<file path="config.mk">
export PLATFORM = sky130hd
export DESIGN_NAME = fila_pedidos
export DESIGN_NICKNAME = d
export VERILOG_FILES = /design/src/rtl/pedidos_pkg.sv /design/src/rtl/fifo_circular.sv /design/src/rtl/fila_pedidos.sv
export SDC_FILE = /design/constraint.sdc
export NUM_CORES = 1
export LEC_CHECK = 0
export ABC_AREA = 0
export ABC_CLOCK_PERIOD_IN_PS = 3480
export BUFFER_PORTS_ARGS = -buffer_cell sky130_fd_sc_hd__buf_2
export CORE_UTILIZATION = 40
export CTS_CLUSTER_SIZE = 40
export DETAILED_ROUTE_END_ITERATION = 8
export GPL_TIMING_DRIVEN = 0
export HOLD_SLACK_MARGIN = 0.12
export PLACE_DENSITY = 0.65
export SYNTH_ARGS = -nofsm -noshare
export SYNTH_HDL_FRONTEND = slang
export SYNTH_SLANG_ARGS = --single-unit
</file>
<file path="constraint.sdc">
create_clock -name clock -period 3.48 [get_ports clock]
set_input_delay 0.696 -clock clock [delete_from_list [all_inputs] [get_ports clock]]
set_output_delay 0.696 -clock clock [all_outputs]
set_load 0.03 [all_outputs]
</file>
<file path="src/rtl/pedidos_pkg.sv">
// Shared definitions for the cargo request queue: default floor geometry,
// the request record and the head-phase encoding.
package pedidos_pkg;

    localparam int DEF_NUM_ANDARES   = 4;
    localparam int DEF_ANDAR_W       = 2;
    localparam int DEF_PROFUNDIDADE  = 8;
    localparam int DEF_PTR_W         = 3;

    typedef struct packed {
        logic [DEF_ANDAR_W-1:0] origem;
        logic [DEF_ANDAR_W-1:0] destino;
    } pedido_t;

    typedef enum logic [1:0] {
        VAZIA   = 2'b00,
        ORIGEM  = 2'b01,
        DESTINO = 2'b10
    } fase_e;

endpackage

</file>
<file path="src/rtl/fifo_circular.sv">
// Circular register-array FIFO with head/tail pointers and an occupancy count.
// Push is refused when full (pre-pop); pop is refused when empty; clear wins.
module fifo_circular #(
    parameter int LARGURA      = 4,
    parameter int PROFUNDIDADE = 8,
    parameter int PTR_W        = 3
) (
    input  logic               clock,
    input  logic               reset,
    input  logic               clear,
    input  logic               push,
    input  logic               pop,
    input  logic [LARGURA-1:0] din,
    output logic [LARGURA-1:0] dout,
    output logic [PTR_W:0]     ocupacao,
    output logic               cheia
);

    localparam logic [PTR_W:0] PROF_L = (PTR_W+1)'(PROFUNDIDADE);

    logic [LARGURA-1:0] mem_q [PROFUNDIDADE];
    logic [PTR_W-1:0]   head_q, head_d;
    logic [PTR_W-1:0]   tail_q, tail_d;
    logic [PTR_W:0]     ocup_q, ocup_d;
    logic               vazia;
    logic               push_ok;
    logic               pop_ok;

    assign cheia    = (ocup_q == PROF_L);
    assign vazia    = (ocup_q == '0);
    assign push_ok  = push && !cheia && !clear;
    assign pop_ok   = pop && !vazia && !clear;
    assign dout     = mem_q[head_q];
    assign ocupacao = ocup_q;

    // Pointers are PTR_W wide, so the increment wraps modulo the depth for free.
    always_comb begin
        head_d = head_q;
        tail_d = tail_q;
        ocup_d = ocup_q;
        if (clear) begin
            head_d = '0;
            tail_d = '0;
            ocup_d = '0;
        end else begin
            if (push_ok) tail_d = tail_q + 1'b1;
            if (pop_ok)  head_d = head_q + 1'b1;
            ocup_d = ocup_q + {{PTR_W{1'b0}}, push_ok} - {{PTR_W{1'b0}}, pop_ok};
        end
    end

    // NOTE: sequential state uses non-blocking assignments so every flop samples
    // the pre-edge values regardless of statement order.
    always_ff @(posedge clock or posedge reset) begin
        if (reset) begin
            head_q <= '0;
            tail_q <= '0;
            ocup_q <= '0;
        end else begin
            head_q <= head_d;
            tail_q <= tail_d;
            ocup_q <= ocup_d;
        end
    end

    // NOTE: the storage array has no reset; ocupacao alone says which slots are
    // valid, which keeps the array a plain register file.
    always_ff @(posedge clock) begin
        if (push_ok) mem_q[tail_q] <= din;
    end

endmodule

</file>
<file path="src/rtl/fila_pedidos.sv">
// Request queue feeding uc_movimento: validates pushes, tracks origin/destination
// phase of the head request and decodes stop outputs. Optional macro FILA_DEDUP_EN.
module fila_pedidos
    import pedidos_pkg::*;
#(
    parameter int NUM_ANDARES  = DEF_NUM_ANDARES,
    parameter int ANDAR_W      = DEF_ANDAR_W,
    parameter int PROFUNDIDADE = DEF_PROFUNDIDADE,
    parameter int PTR_W        = DEF_PTR_W
) (
    input  logic               clock,
    input  logic               reset,
    input  logic               clearFila,
    input  logic               novoPedido,
    input  logic [ANDAR_W-1:0] origemPedido,
    input  logic [ANDAR_W-1:0] destinoPedido,
    input  logic               shift,
    input  logic [ANDAR_W-1:0] andarAtual,
    output logic               temDestino,
    output logic               sobe,
    output logic               chegouDestino,
    output logic               eh_origem,
    output logic [ANDAR_W-1:0] destinoAtual,
    output logic               filaCheia,
    output logic [PTR_W:0]     ocupacao,
    output logic               pedidoRejeitado
);

    localparam logic [ANDAR_W:0] LIMITE = (ANDAR_W+1)'(NUM_ANDARES);
    localparam logic [PTR_W:0]   UM     = (PTR_W+1)'(1);

    typedef struct packed {
        logic [ANDAR_W-1:0] origem;
        logic [ANDAR_W-1:0] destino;
    } pedido_w_t;

    pedido_w_t      novo;
    pedido_w_t      cabeca;
    fase_e          estado_q, estado_d;
    logic           rejeitado_q, rejeitado_d;
    logic           cheia;
    logic [PTR_W:0] ocup;
    logic           andares_ok;
    logic           duplicado;
    logic           push;
    logic           pop;

    assign novo       = {origemPedido, destinoPedido};
    assign andares_ok = ({1'b0, origemPedido} < LIMITE) && ({1'b0, destinoPedido} < LIMITE)
                        && (origemPedido != destinoPedido);
    assign push       = novoPedido && andares_ok && !cheia && !duplicado;
    assign pop        = shift && (estado_q == DESTINO);

    fifo_circular #(
        .LARGURA      (2*ANDAR_W),
        .PROFUNDIDADE (PROFUNDIDADE),
        .PTR_W        (PTR_W)
    ) u_fifo (
        .clock    (clock),
        .reset    (reset),
        .clear    (clearFila),
        .push     (push),
        .pop      (pop),
        .din      (novo),
        .dout     (cabeca),
        .ocupacao (ocup),
        .cheia    (cheia)
    );

`ifdef FILA_DEDUP_EN
    pedido_w_t ultimo_q, ultimo_d;
    logic      ultimo_vld_q, ultimo_vld_d;
    logic      esvazia;

    // The newest entry leaves the queue only when it is also the last one.
    assign esvazia   = pop && (ocup == UM);
    assign duplicado = ultimo_vld_q && (novo == ultimo_q) && !esvazia;

    always_comb begin
        ultimo_d     = ultimo_q;
        ultimo_vld_d = ultimo_vld_q;
        if (clearFila) begin
            ultimo_vld_d = 1'b0;
        end else if (push) begin
            ultimo_d     = novo;
            ultimo_vld_d = 1'b1;
        end else if (esvazia) begin
            ultimo_vld_d = 1'b0;
        end
    end

    always_ff @(posedge clock or posedge reset) begin
        if (reset) begin
            ultimo_q     <= '0;
            ultimo_vld_q <= 1'b0;
        end else begin
            ultimo_q     <= ultimo_d;
            ultimo_vld_q <= ultimo_vld_d;
        end
    end
`else
    assign duplicado = 1'b0;
`endif

    // NOTE: every always_comb output gets a default first so no latch is inferred.
    always_comb begin
        estado_d    = estado_q;
        rejeitado_d = novoPedido && !push;
        if (clearFila) begin
            estado_d    = VAZIA;
            rejeitado_d = 1'b0;
        end else begin
            unique case (estado_q)
                VAZIA:   if (push)  estado_d = ORIGEM;
                ORIGEM:  if (shift) estado_d = DESTINO;
                DESTINO: if (shift) estado_d = ((ocup > UM) || push) ? ORIGEM : VAZIA;
                default: estado_d = VAZIA;
            endcase
        end
    end

    always_ff @(posedge clock or posedge reset) begin
        if (reset) begin
            estado_q    <= VAZIA;
            rejeitado_q <= 1'b0;
        end else begin
            estado_q    <= estado_d;
            rejeitado_q <= rejeitado_d;
        end
    end

    always_comb begin
        destinoAtual = '0;
        case (estado_q)
            ORIGEM:  destinoAtual = cabeca.origem;
            DESTINO: destinoAtual = cabeca.destino;
            default: destinoAtual = '0;
        endcase
    end

    assign temDestino      = (estado_q != VAZIA);
    assign eh_origem       = (estado_q == ORIGEM);
    assign sobe            = temDestino && (destinoAtual > andarAtual);
    assign chegouDestino   = temDestino && (destinoAtual == andarAtual);
    assign filaCheia       = cheia;
    assign ocupacao        = ocup;
    assign pedidoRejeitado = rejeitado_q;

endmodule
</file>
# After elaboration in Yosys (flattened, before gate mapping)
# Memories as Yosys holds them, arrays and structs flattened.
# Cells that the tools add are included.
# totals
regBits	13
ramBits	32
memories	1
# classes
addsub	4
n_lt_le_gt_ge	2
eq_ne	8
n_mux	15
reduce_logical	21
# mem_list
name	depth	word_bits	read_ports	rd_ports_with_merged_regs	write_ports	line	source
u_fifo.mem_q	8	4	1	0	1	fifo_circular.sv:21	logic [LARGURA-1:0] mem_q [PROFUNDIDADE];
# ops
op	n
3-bit two-way mux	4
1-bit logical AND	10
3-bit != test (second input constant)	3
2-bit two-way mux	4
3-bit by 1-bit adder with 3-bit output (second input constant)	2
2-bit one-hot mux with 3 select lines	1
2-bit nonzero test	3
4-bit by 1-bit adder with 4-bit output	1
4-bit == test (second input constant)	1
4-bit by 1-bit > comparator with 1-bit output (second input constant)	1
1-bit logical NOT	4
4-bit logical NOT	1
1-bit two-way mux	4
4-bit two-way mux	1
2-bit one-hot mux with 2 select lines	1
4-bit by 1-bit subtractor with 4-bit output	1
3-bit AND reduction	1
2-bit by 1-bit == test with 1-bit output (second input constant)	1
2-bit == test	1
2-bit == test (second input constant)	1
2-bit > comparator	1
2-bit logical NOT	1
2-bit != test	1
1-bit logical OR	1

# Logic depth before layout (Yosys ltp)
# logic_depth
depth_word	8
ltp_mapped	12
depth_no_buf	12

# Hierarchy
# Synthesis repeated with hierarchy kept, for this count alone.
# hier_totals
hier_cells	163
hier_area_um2	2274.7
# by_module_without_submodules
module	n_inst	cells_each	area_each_um2	seq_area_each_um2
fifo_circular	1	123	1908.1	1211.2
fila_pedidos	1	40	366.6	75.1

# Worst setup path after synthesis
# Ideal clock, no wire load.
# synth_path
path_kind	register to output
from	register u_fifo.head_q[0]
to	output sobe
t_arrival_ns	2.645
t_required_ns	2.784
path_slack_ns	0.139
stages_incl_launch_ff	8
n_path_buf	1
path_cell_list	dfrtp_1 buf_6 mux4_1 mux2i_1 o22ai_1 ha_1 a21oi_1 a211oi_1
# synth_between
elab_chain_cells	4
# synth_rtl
item	line	source
from (decl)	fifo_circular.sv:22	logic [PTR_W-1:0] head_q, head_d;
from (signal assigned)	fifo_circular.sv:56	head_q <= '0;
from (signal assigned)	fifo_circular.sv:60	head_q <= head_d;
memory read 8 x 4 bit	--	
2-bit one-hot mux with 2 select lines	fila_pedidos.sv:134	case (estado_q)
net destinoAtual[1]	fila_pedidos.sv:23	output logic [ANDAR_W-1:0] destinoAtual,
2-bit > comparator	fila_pedidos.sv:143	assign sobe = temDestino && (destinoAtual > andarAtual);
1-bit logical AND	fila_pedidos.sv:143	
to (decl)	fila_pedidos.sv:20	output logic sobe,
# The timed path passes the listed nets, and every way through them passes these cells.

# Final worst setup path
# layout_path
from	register u_fifo.head_q[0]
to	output sobe
# layout_between
elab_chain_cells	4
# layout_rtl
item	line
memory read 8 x 4 bit	--
2-bit one-hot mux with 2 select lines	fila_pedidos.sv:134
2-bit > comparator	fila_pedidos.sv:143
1-bit logical AND	fila_pedidos.sv:143
# No other way between the ends.

==> qor.csv <==
metric;value;unit
final max-slew violation count;0;
initial antenna violation count;0;
Placer Congestion;0.807;
Finished Layout Cells;255;
starting DRC count in detailed routing;34;
leakage power total;1.02;nW
worst-skew pair later-pin latency;0.30;ns
Die X;76.6;um
commonest non-fill, non-tap cell in the layout;edfxtp_1;
maxcap violations;0;
Mapped Nets;184;
clock root buffer;clkbuf_8;
post-placement cell count;248;
status;completed;
setup TNS;0;ns
f_max;298;MHz
number of synthesized register bits;45;
synthesized instance count;157;
total gr overflow;0;
most frequent cells in the layout;32 x edfxtp_1, 22 x buf_2, 16 x inv_1;
slowest stage delay, CP;0.59;ns
largest net degree at the start of global routing;17;
Starting Density;42.5;%
Bufs and invs on worst path;2;
crit end category;primary output;
Residual DRC;0;
share of cells above drive strength 1;20.5;%
leading area contributor after synthesis;edfxtp_1;
clock power share;24.1;%
Yosys top cell area share;43.2;%
global-route wire length before repair;6.57;mm
Sink Count;45;
DPL Wire Length;3.15;mm
Nets;211;
Synth Area in Simple Gates;7.70;%
Worst Setup Path Type;reg -> out;
Tmin final;3.35;ns
number of CTS-inserted buffers;5;
CP Cell Sequence;buf_6, mux4_1, mux2i_2, o22ai_1, ha_1, a21oi_1, a211oi_1, buf_2;
clock buffer depth;2;
P_sw;0.453;mW
Final Hold Fails;0;
CP top delay family;multiplexers;
DRT Pass-1 Iters;4;
worst vdd rail ir drop;0.000229;V
final worst-path cycle share;96.3;%
DR vias;1327;
post-DR vias/cell;5.20;
crit path capture;sobe;
Final ANT Viol Nets;0;
Crit Path Max Fanout;9;
Worst R2R Setup Slack;0.90;ns
CTS tree;built;
mux contribution to synthesized area;13.1;%
Ys Warns;0;
main area contributors after synthesis;edfxtp_1 43%, dfrtp_1 15%, mux4_1 9.4%;
Worst Path Required;2.78;ns
Logic pwr share;28.8;%
worst slew pin tran;1.07;ns
Tightest Hold Check Type;in -> async;
xor and xnor area share after synthesis;2.36;%
Net Sw Frac;33.5;%
# port buffers;21;
P per Cell Area;538;mW/mm2
Crit path arrival time;2.66;ns
# IOs;23;
terminus of the critical flop-to-flop path;u_fifo.ocupacao[2];
RSZ-0062 raised after global routing;no;
Die Area;0.00587;mm2
Crit path depth;8;
WL per Instance;15.8;um
Post-Synth Adder-Cell Area;9.33;%
sequential power share;47.1;%
mapped cell area;0.00223;mm2
Distinct cells, synth;37;
gr usage total;14.9;%
worst reg2reg path depth;11;
Die Ht;76.6;um
Row Count;26;
# diodes;0;
Clock Skew;0.00454;ns
Critical Path Start;u_fifo.head_q[0];
post-synthesis compound-gate area fraction;5.45;%
register area share after synthesis;57.8;%
endpoints failing setup;0;
Post-Syn Area per Cell;14.2;um2
clock slew seen by the registers of the worst setup and hold paths;0.09;ns
Slew headroom;27.4;%
number of H-tree levels;2;
vias in the first global route;1343;
R2R Path Start;estado_q[0];
Core Area;0.00524;mm2
Area Overhead vs Synth;12.9;%
largest family of logic cells by synthesized area;multiplexers;
internal power;0.900;mW
final WL;4.04;mm
Startpoint Class;flip-flop;
crit path max-delay cell type;mux4_1;
## layout make-up
cell class	count	area [um2]
Buffer	5	31.3
Clock buffer	5	68.8
Clock inverter	3	25.0
Fill cell	471	2730
Inverter	16	60.1
Multi-Input combinational cell	90	848
Sequential cell	45	1290
Tap cell	70	87.6
Timing Repair Buffer	21	105
## sequential cells by signal, summed over array words and instances, names as in the netlist
name,cells
pedidoRejeitado,1
estado_q,2
u_fifo.mem_q,32
u_fifo.ocupacao,4
u_fifo.head_q,3
u_fifo.tail_q,3
## kinds of logic (layout without fill, tap and decap cells)
family,Yosys count,after routing
simple gates,35,35
buf+inv,22,50
compound gates,17,17
fa+ha+maj,16,16
flops,45,45
mux,16,16
xor+xnor,6,6
## metrics by stage
stage / hold slack [ns] / total power, mW / worst slack, ns / cell area (um2) / util [%]
after floorplan: 0.539 / 0.933 / 0.139 / 2230 / -
after global placement: 0.549 / 1.02 / 0.556 / 2420 / 46.2
after detailed placement: 0.589 / 1.04 / 0.436 / 2420 / 46.2
after CTS: 0.422 / 1.36 / 0.0989 / 2510 / 48.0
after global routing: 0.474 / 1.42 / 0.0171 / 2510 / 48.0
final: 0.408 / 1.35 / 0.128 / 2510 / 48.0
## repair_timing
action                                  in CTS  in global routing
resized for setup                            0                  1
endpoints found under the setup margin       0                  1
hold buffers                                 0                  0
buffers inserted                             0                  0
## synthesized netlist by cell type
library cell  instances
o22a_2                1
nand3_1               1
nand3b_1              1
and2_1                1
a21oi_1               5
nor2b_1               2
fa_1                  1
o21ai_0               1
a31oi_1               2
buf_4                 1
mux4_1                8
a211oi_1              2
a21bo_2               1
mux2_2                1
mux2i_1               7
nor4b_1               1
or3_1                 1
edfxtp_1             32
buf_6                 1
nand2_1               6
inv_1                16
buf_2                 1
clkbuf_1              3
and3_1                2
o211ai_2              1
dfrtp_1              13
o22ai_1               1
a2111oi_0             1
nor3_1                4
or3b_4                1
xnor2_1               3
nor4_1                1
nor2_1               14
a21o_1                1
xor2_1                3
o2111ai_1             1
ha_1                 15
## routing by layer
metal	wire length, um	vias to the layer above	global-route usage, %
met2	2150	37	26.6
met5	0	-	0
met4	51	0	4.62
met3	187	5	3.71
li1	-	633	-
met1	1650	652	17.5
## power groups by stage
| stage | logic (mW) | clock network [mW] | registers (mW) |
|---|---|---|---|
| 6_report | 0.390 | 0.326 | 0.637 |
| 3_3_place_gp | 0.373 | 0 | 0.643 |
| 3_5_place_dp | 0.392 | 0 | 0.649 |
| 5_1_grt | 0.428 | 0.354 | 0.641 |
| 2_1_floorplan | 0.272 | 0 | 0.661 |
| 4_1_cts | 0.395 | 0.332 | 0.637 |
## worst min-delay path by stage
stage / from / endpoint / slack (ns) / cells past startpoint
2_1_floorplan: estado_q[0] / estado_q[0] / 0.54 / 1
4_1_cts: reset / u_fifo.ocupacao[1] / 0.42 / 2
3_3_place_gp: estado_q[0] / estado_q[0] / 0.55 / 1
3_5_place_dp: estado_q[0] / estado_q[0] / 0.59 / 1
5_1_grt: reset / pedidoRejeitado / 0.47 / 2
6_report: reset / u_fifo.ocupacao[1] / 0.41 / 2
Power figures use the tool's default switching activity.
